==> src/rtl/conv_window_accumulator_if.sv <==
// Handshake bundle between the product stage and the window accumulator.
// The master side drives products and window starts; the slave side returns the window sum.
interface conv_window_accumulator_if #(
  parameter int DIN_W = 8,
  parameter int OUT_W = 12
);
  logic             Start;
  logic             din_valid;
  logic [DIN_W-1:0] din;
  logic [OUT_W-1:0] dout;
  logic             dout_valid;
  logic             busy;
  logic [7:0]       tap_cnt;

  modport master (
    output Start, din_valid, din,
    input  dout, dout_valid, busy, tap_cnt
  );

  modport slave (
    input  Start, din_valid, din,
    output dout, dout_valid, busy, tap_cnt
  );
endinterface

==> src/rtl/conv_window_accumulator.sv <==
// Sums the N_TAPS unsigned products of one convolution window into one output pixel.
// Sequenced by an IDLE/ACC/DONE FSM; dout_valid strobes for exactly one cycle per completed window.
module conv_window_accumulator #(
  parameter int N_TAPS = 9,
  parameter int DIN_W  = 8,
  parameter int OUT_W  = 12
) (
  input logic                       clk,
  input logic                       rst_n,
  conv_window_accumulator_if.slave  bus
);

  typedef enum logic [1:0] {IDLE, ACC, DONE} state_t;

  localparam logic [7:0] LAST_CNT = 8'(N_TAPS - 1);
  localparam logic [7:0] FULL_CNT = 8'(N_TAPS);

  state_t           state;
  logic [OUT_W-1:0] acc;
  logic [OUT_W-1:0] din_ext;
  logic [OUT_W-1:0] sum;
  logic [OUT_W-1:0] dout_r;
  logic             dout_valid_r;
  logic             busy_r;
  logic [7:0]       tap_cnt_r;

  assign din_ext = {{(OUT_W - DIN_W){1'b0}}, bus.din};
  assign sum     = acc + din_ext;

  assign bus.dout       = dout_r;
  assign bus.dout_valid = dout_valid_r;
  assign bus.busy       = busy_r;
  assign bus.tap_cnt    = tap_cnt_r;

  // NOTE: all state updates use non-blocking assignments so every register samples
  // pre-edge values; blocking here would let sum/tap_cnt see same-edge updates.
  always_ff @(posedge clk or negedge rst_n) begin
    if (!rst_n) begin
      state        <= IDLE;
      acc          <= '0;
      dout_r       <= '0;
      dout_valid_r <= 1'b0;
      busy_r       <= 1'b0;
      tap_cnt_r    <= '0;
    end else begin
      dout_valid_r <= 1'b0;
      if (bus.Start) begin
        // Start wins in every state: a product arriving with it is tap 1 of the new window.
        state     <= ACC;
        busy_r    <= 1'b1;
        acc       <= bus.din_valid ? din_ext : '0;
        tap_cnt_r <= bus.din_valid ? 8'd1 : 8'd0;
      end else begin
        case (state)
          IDLE: begin
            busy_r <= 1'b0;
          end
          ACC: begin
            if (bus.din_valid) begin
              if (tap_cnt_r == LAST_CNT) begin
                state        <= DONE;
                busy_r       <= 1'b0;
                dout_r       <= sum;
                dout_valid_r <= 1'b1;
                tap_cnt_r    <= FULL_CNT;
              end else begin
                acc       <= sum;
                tap_cnt_r <= tap_cnt_r + 8'd1;
              end
            end
          end
          DONE: begin
            state     <= IDLE;
            busy_r    <= 1'b0;
            tap_cnt_r <= '0;
          end
          default: begin
            state     <= IDLE;
            busy_r    <= 1'b0;
            tap_cnt_r <= '0;
          end
        endcase
      end
    end
  end

endmodule

==> src/flat_wrapper.sv <==
// flat-port wrapper written by rule: the top's interface ports become plain ports
module conv_window_accumulator_flat 
#(
  parameter int N_TAPS = 9,
  parameter int DIN_W  = 8,
  parameter int OUT_W  = 12
)
  (clk, rst_n, bus_Start, bus_din_valid, bus_din, bus_dout, bus_dout_valid, bus_busy, bus_tap_cnt);
  conv_window_accumulator_if #(.DIN_W(DIN_W), .OUT_W(OUT_W)) bus_i ();
  input logic clk;
  input logic rst_n;
  input wire logic [$bits(bus_i.Start)-1:0] bus_Start;
  input wire logic [$bits(bus_i.din_valid)-1:0] bus_din_valid;
  input wire logic [$bits(bus_i.din)-1:0] bus_din;
  output wire logic [$bits(bus_i.dout)-1:0] bus_dout;
  output wire logic [$bits(bus_i.dout_valid)-1:0] bus_dout_valid;
  output wire logic [$bits(bus_i.busy)-1:0] bus_busy;
  output wire logic [$bits(bus_i.tap_cnt)-1:0] bus_tap_cnt;
  assign bus_i.Start = bus_Start;
  assign bus_i.din_valid = bus_din_valid;
  assign bus_i.din = bus_din;
  assign bus_dout = bus_i.dout;
  assign bus_dout_valid = bus_i.dout_valid;
  assign bus_busy = bus_i.busy;
  assign bus_tap_cnt = bus_i.tap_cnt;
  conv_window_accumulator #(.N_TAPS(N_TAPS), .DIN_W(DIN_W), .OUT_W(OUT_W)) u_core (.clk(clk), .rst_n(rst_n), .bus(bus_i));
endmodule
==> config.mk <==
export PLATFORM = sky130hd
export DESIGN_NAME = conv_window_accumulator_flat
export DESIGN_NICKNAME = d
export VERILOG_FILES = /design/src/rtl/conv_window_accumulator_if.sv /design/src/rtl/conv_window_accumulator.sv /design/src/flat_wrapper.sv
export SDC_FILE = /design/constraint.sdc
export NUM_CORES = 1
export LEC_CHECK = 0
export CAP_MARGIN = 20
export CORE_MARGIN = 10
export CORE_UTILIZATION = 45
export CTS_BUF_LIST = sky130_fd_sc_hd__clkbuf_4 sky130_fd_sc_hd__clkbuf_8 sky130_fd_sc_hd__clkbuf_16
export CTS_CLUSTER_SIZE = 25
export DETAILED_ROUTE_END_ITERATION = 8
export PLACE_DENSITY = 0.69
export SLEW_MARGIN = 5
export SYNTH_ARGS = -nofsm -noshare
export SYNTH_HDL_FRONTEND = slang
export SYNTH_SLANG_ARGS = --single-unit
==> constraint.sdc <==
create_clock -name clk -period 3.5 [get_ports clk]
set_input_delay 0.7 -clock clk [delete_from_list [all_inputs] [get_ports clk]]
set_output_delay 0.7 -clock clk [all_outputs]
set_load 0.01 [all_outputs]
==> results of run 1 <==
## cell families after synthesis
family                     after synthesis  share of synthesized area
DFF                                     36                      0.427
AOI/OAI and AO/OA                       55                      0.175
xor gates and xnor gates                16                     0.0665
adders and majority gates               11                     0.0688
and+or+nand+nor                         79                      0.189
buffers and inverters                   18                     0.0445
muxes                                    6                     0.0291
## critical path, cell delays in order
cell	delay [ns]
clkdlybuf4s50_1	0.49
ha_1	0.20
inv_1	0.07
fa_1	0.39
nor2b_1	0.16
o31a_1	0.27
nor2_1	0.10
a211oi_1	0.23
o21ai_0	0.14
## flip-flops by register name, indices dropped and copies added, names as in the netlist
register,count
u_core.acc,12
u_core.bus.dout,12
u_core.bus.tap_cnt,8
u_core.state,2
u_core.bus.busy,1
u_core.bus.dout_valid,1
## how the worst max path moves through the flow
| stage | from | endpoint | slack (ns) |
|---|---|---|---|
| after floorplan | bus_din[0] | u_core.bus.dout[10]$_DFFE_PN0P_ | 1.35 |
| after global placement | bus_din[0] | u_core.bus.dout[6]$_DFFE_PN0P_ | 0.70 |
| after detailed placement | bus_din[0] | u_core.bus.dout[6]$_DFFE_PN0P_ | 0.63 |
| after CTS | bus_din[0] | u_core.bus.dout[6]$_DFFE_PN0P_ | 0.88 |
| after global routing | bus_din[0] | u_core.bus.dout[10]$_DFFE_PN0P_ | 0.81 |
| final | bus_din[0] | u_core.bus.dout[6]$_DFFE_PN0P_ | 0.89 |
## through the flow
step / setup slack (ns) / hold WS (ns)
floorplan: 1.35 / 0.404
global placement: 0.704 / 0.460
detailed placement: 0.626 / 0.470
CTS: 0.885 / 0.487
global route: 0.812 / 0.512
finish: 0.887 / 0.479
## layer usage
metal | up-vias | share of wire | global-route usage
met5 | - | 0 | 0
met4 | 0 | 0.010 | 0.0308
met3 | 5 | 0.060 | 0.0414
met2 | 34 | 0.46 | 0.211
met1 | 800 | 0.47 | 0.159
li1 | 846 | - | -
## where the power goes
group / internal [uW] / switching [uW]
Combinational: 130 / 184
Sequential: 442 / 23.5
Clock: 143 / 147
Total: 715 / 355
## cells in the final DEF (no fill, tap or decap), types with 2 or more instances in the layout
master | netlist | final
nand2_1 | 34 | 34
buf_4 | 0 | 3
clkdlybuf4s50_1 | 0 | 32
and3_1 | 3 | 3
a21oi_1 | 11 | 11
mux2i_1 | 5 | 5
xor2_1 | 14 | 14
nor3_1 | 3 | 3
o211ai_1 | 3 | 3
inv_1 | 12 | 12
nor2_1 | 15 | 15
xnor2_1 | 2 | 2
dfrtp_1 | 36 | 36
nand3_1 | 8 | 8
and2_1 | 2 | 2
o21a_1 | 3 | 3
ha_1 | 10 | 10
o21ai_0 | 24 | 24
nand4_1 | 5 | 5
clkbuf_8 | 1 | 5
## final cells by class
type | count | share of cell area
flip-flops and latches | 36 | 0.353
clock buffers | 6 | 0.0299
inverters | 12 | 0.0176
clock inverters | 1 | 0.00196
multi-input cells | 167 | 0.436
repair buffers | 36 | 0.136
well taps | 52 | 0.0255
==> flow_metrics.env, run 1 <==
export IMPL_relSlewSlack=0.467
export IMPL_routed_wirelength_um=4760
export IMPL_fp_dieArea_mm2=0.00782
export IMPL_reg2reg_from="u_core.bus.tap_cnt[0]$_DFFE_PN0P_"
export IMPL_synth_nets=244
export IMPL_finalHoldViolCount=0
export IMPL_synthMostInstantiatedCell="dfrtp_1"
export IMPL_clk_latency_ns=0.29
export IMPL_netlist_area_mm2=0.00211
export IMPL_synth_top_cell_area_share=0.427
export IMPL_place_area_mm2=0.00247
export IMPL_crit_type="input pin to register"
export IMPL_grt_max_degree=37
export IMPL_synth_cell_types=47
export IMPL_vias_per_cell=5.44
export IMPL_synthTopCellsByArea="dfrtp_1 43%, nand2_1 6.1%, ha_1 5.9%"
export IMPL_synth_seq_area_share=0.427
export IMPL_maxCapViolations=0
export IMPL_io_buffers=33
export IMPL_grt_pass1_wl_um=8040
export IMPL_critPathMaxFanout=6
export IMPL_regArea_um2=901
export IMPL_start_util=0.474
export IMPL_htreeDepth=2
export IMPL_wl_per_cell_um=15.3
export IMPL_final_core_util=0.575
export IMPL_run_status="complete, no violations"
export IMPL_synth_warnings=0
export IMPL_ctsHoldBuffers=0
export IMPL_setup_viol_count_final=0
export IMPL_syn_to_final_growth_pct=21.1
export IMPL_avgSynthCellArea_um2=9.54
export IMPL_cts_buffers=5
export IMPL_holdCritStartpoint="u_core.bus.busy$_DFFE_PN0P_"
export IMPL_cts_setup_buffers=0
export IMPL_drc_errors=0
export IMPL_fin_area_mm2=0.00255
export IMPL_fmaxAchievable_mhz=383
export IMPL_rows=24
export IMPL_dpl_hpwl_um=3470
export IMPL_period_minus_slack_ns=2.61
export IMPL_hold_depth=2
export IMPL_total_power_uw=1070
export IMPL_synth_edf_count=0
export IMPL_cp_start_kind="input pin"
export IMPL_tightest_slew_ns=0.800
export IMPL_n_antenna_cell=0
export IMPL_critPathRequiredTime_ns=3.65
export IMPL_rsz0062_at_grt="no"
export IMPL_synth_ff_type="dfrtp_1"
export IMPL_fp_dieH_um=88.4
export IMPL_reg2reg_to="u_core.acc[1]$_DFFE_PN0P_"
export IMPL_gp_congestion=0.825
export IMPL_die_w_um=88.4
export IMPL_dr_pass1_iters=5
export IMPL_antenna_found_initial=0
export IMPL_syn_inst=221
export IMPL_root_buffer="clkbuf_8"
export IMPL_ys_ff_latch=36
export IMPL_multi_input_area_mm2=0.00111
export IMPL_leakage_uw=0.00115
export IMPL_end_kind="register"
export IMPL_clkSlewWorstSetupHoldPaths_ns=0.07
export IMPL_cts_tree="yes"
export IMPL_vias=1685
export IMPL_setup_tns_ns=0
export IMPL_skew_ns=0.00634
export IMPL_io_pins=34
export IMPL_nFillCells=399
export IMPL_grt_usage=0.128
export IMPL_clk_path_buf_depth=2
export IMPL_reg2regPathDepth=8
export IMPL_fin_cells=310
export IMPL_cts_sinks=36
export IMPL_yosys_area_top_type="dfrtp_1"
export IMPL_grt_pass1_vias=1704
export IMPL_synth_async_sr_flop_share=1.00
export IMPL_ant_nets=0
export IMPL_synthTopCellsByCount="36 x dfrtp_1, 34 x nand2_1, 24 x o21ai_0"
export IMPL_place_inst=303
export IMPL_drt_iter0_drc=79
export IMPL_r2r_slack_ns=1.23
export IMPL_core_area_mm2=0.00444
export IMPL_holdPathEnd="u_core.bus.busy$_DFFE_PN0P_"
export IMPL_nets=281
export IMPL_ctsResizeCount=0
export IMPL_fin_crit_sh=0.746
export IMPL_slew_violations=0
export IMPL_cp_arrival_ns=2.77
export IMPL_hold_path_class="register to register"
export IMPL_grt_ovfl_total=0
export IMPL_drive_above_1_share=0.0891
export IMPL_max_vdd_ir_drop_v=0.000270
export IMPL_power_density_mw_per_mm2=419
No activity file was read; power rests on OpenSTA's default activity.
==> run 2, diff against run 1 <==
==> constraint.sdc (replaced) <==
create_clock -name clk -period 2.42 [get_ports clk]
set_input_delay 0.484 -clock clk [delete_from_list [all_inputs] [get_ports clk]]
set_output_delay 0.484 -clock clk [all_outputs]
set_load 0.01 [all_outputs]
==> flow_metrics.env, run 2 (synthesis results as in run 1) <==
export IMPL_run_status="complete, no violations"
export IMPL_ant_nets=0
export IMPL_fin_area_mm2=0.00270
export IMPL_fin_crit_sh=0.955
export IMPL_io_pins=34
export IMPL_nets=299
export IMPL_setup_tns_ns=0
export IMPL_place_area_mm2=0.00260
export IMPL_vias=1796
export IMPL_die_w_um=88.4
export IMPL_routed_wirelength_um=5230
export IMPL_start_util=0.474
export IMPL_tightest_slew_ns=0.812
export IMPL_wl_per_cell_um=15.9
export IMPL_cp_arrival_ns=2.49
export IMPL_drt_iter0_drc=121
export IMPL_maxCapViolations=0
export IMPL_dp_slack_ns=-0.164
export IMPL_dpl_hpwl_um=3800
export IMPL_drc_errors=0
export IMPL_syn_to_final_growth_pct=28.2
export IMPL_crit_type="input pin to register"
export IMPL_end_kind="register"
export IMPL_fin_cells=328
export IMPL_fmaxAchievable_mhz=433
export IMPL_slowest_stage="clkdlybuf4s50_1"
export IMPL_clk_path_buf_depth=2
export IMPL_critPathRequiredTime_ns=2.60
export IMPL_gp_congestion=0.864
export IMPL_relSlewSlack=0.459
export IMPL_cts_tree="yes"
export IMPL_holdWs_ns=0.273
export IMPL_finalHoldViolCount=0
export IMPL_grt_pass1_wl_um=8760
export IMPL_regArea_um2=901
export IMPL_fin_ws_ns=0.108
export IMPL_setup_viol_count_final=0
export IMPL_root_buffer="clkbuf_8"
export IMPL_slowest_delay_ns=0.50
export IMPL_n_antenna_cell=0
export IMPL_cp_num_cells=9
export IMPL_path_delay_family="buffers and inverters"
export IMPL_final_cell_mix="36 x dfrtp_1, 34 x nand2_1, 32 x clkdlybuf4s50_1"
export IMPL_leakage_uw=0.00123
export IMPL_fp_dieArea_mm2=0.00782
export IMPL_max_vdd_ir_drop_v=0.000324
export IMPL_htreeDepth=2
export IMPL_critPathMaxFanout=6
export IMPL_reg2regPathDepth=8
export IMPL_place_inst=320
export IMPL_cts_sinks=36
export IMPL_path_cells="clkdlybuf4s50_1, ha_2, inv_1, fa_2, nor2b_2, o31a_1, o2111ai_2, xor2_1, o21ai_0"
export IMPL_grt_max_degree=37
export IMPL_path_buf_inv=2
export IMPL_layout_commonest_cell="dfrtp_1"
export IMPL_clkSlewWorstSetupHoldPaths_ns=0.07
export IMPL_hold_path_class="input pin to async pin"
export IMPL_cts_buffers=5
export IMPL_io_buffers=33
export IMPL_nFillCells=406
export IMPL_period_minus_slack_ns=2.31
export IMPL_grt_ovfl_total=0
export IMPL_cp_start_kind="input pin"
export IMPL_skew_ns=0.00755
export IMPL_vias_per_cell=5.48
export IMPL_slew_violations=0
export IMPL_power_density_mw_per_mm2=612
export IMPL_clk_latency_ns=0.30
export IMPL_core_area_mm2=0.00444
export IMPL_multi_input_area_mm2=0.00113
export IMPL_dr_pass1_iters=5
export IMPL_antenna_found_initial=0
export IMPL_grt_pass1_vias=1810
export IMPL_drive_above_1_share=0.163
export IMPL_grt_usage=0.143
export IMPL_rows=24
export IMPL_fp_dieH_um=88.4
[run 2: worst register-to-register path: cells and delay by family, from the launching register on]
family / cells / cell delay, ns
and+or+nand+nor: 1 / 0.13
adders and majority gates: 2 / 0.53
DFF: 1 / 0.36
AOI/OAI and AO/OA: 3 / 0.54
buffers and inverters: 1 / 0.06
xor gates and xnor gates: 1 / 0.23
[run 2: path summary, 6_finish.rpt]
| kind | from | endpoint | slack (ns) |
|---|---|---|---|
| max reg2reg | u_core.acc[0]$_DFFE_PN0P_ | u_core.bus.dout[10]$_DFFE_PN0P_ | 0.45 |
| min reg2reg | u_core.bus.dout[5]$_DFFE_PN0P_ | u_core.bus.dout[5]$_DFFE_PN0P_ | 0.48 |
| max in group asynchronous | rst_n | u_core.state[0]$_DFFE_PN0P_ | 1.63 |
| min | rst_n | u_core.bus.dout[9]$_DFFE_PN0P_ | 0.27 |
| max | bus_din[0] | u_core.bus.dout[10]$_DFFE_PN0P_ | 0.11 |
| min in group clk | u_core.bus.dout[5]$_DFFE_PN0P_ | u_core.bus.dout[5]$_DFFE_PN0P_ | 0.48 |
[run 2: through the flow]
step,power [uW],utilization
after detailed placement,1220,0.585
after global placement,1210,0.585
final,1650,0.608
after global routing,1760,0.608
after floorplan,1010,-
after CTS,1660,0.603
[run 2: routing by layer]
layer / wire length (um) / track usage / vias up
met5: 0 / 0 / -
met4: 81 / 0.0573 / 0
met3: 355 / 0.0395 / 8
met2: 2520 / 0.231 / 47
li1: - / - / 881
met1: 2270 / 0.177 / 860
[run 2: layout make-up]
class	instances	share of cell area
Clock buffer	6	0.0282
Clock inverter	1	0.00185
Inverter	12	0.0167
Multi-Input combinational cell	167	0.417
Sequential cell	36	0.333
Tap cell	52	0.0241
Timing Repair Buffer	54	0.179
[run 2: timing repair]
action,4_1_cts,5_1_grt
hold buffers,0,0
setup endpoints to repair,0,4
buffers inserted,0,1
gates resized for setup,0,5
[run 2: power by group]
group          leakage (uW)  internal, uW  switching, uW
Sequential         0.000477           640           36.5
Combinational      0.000709           263            289
Clock             0.0000445           207            219
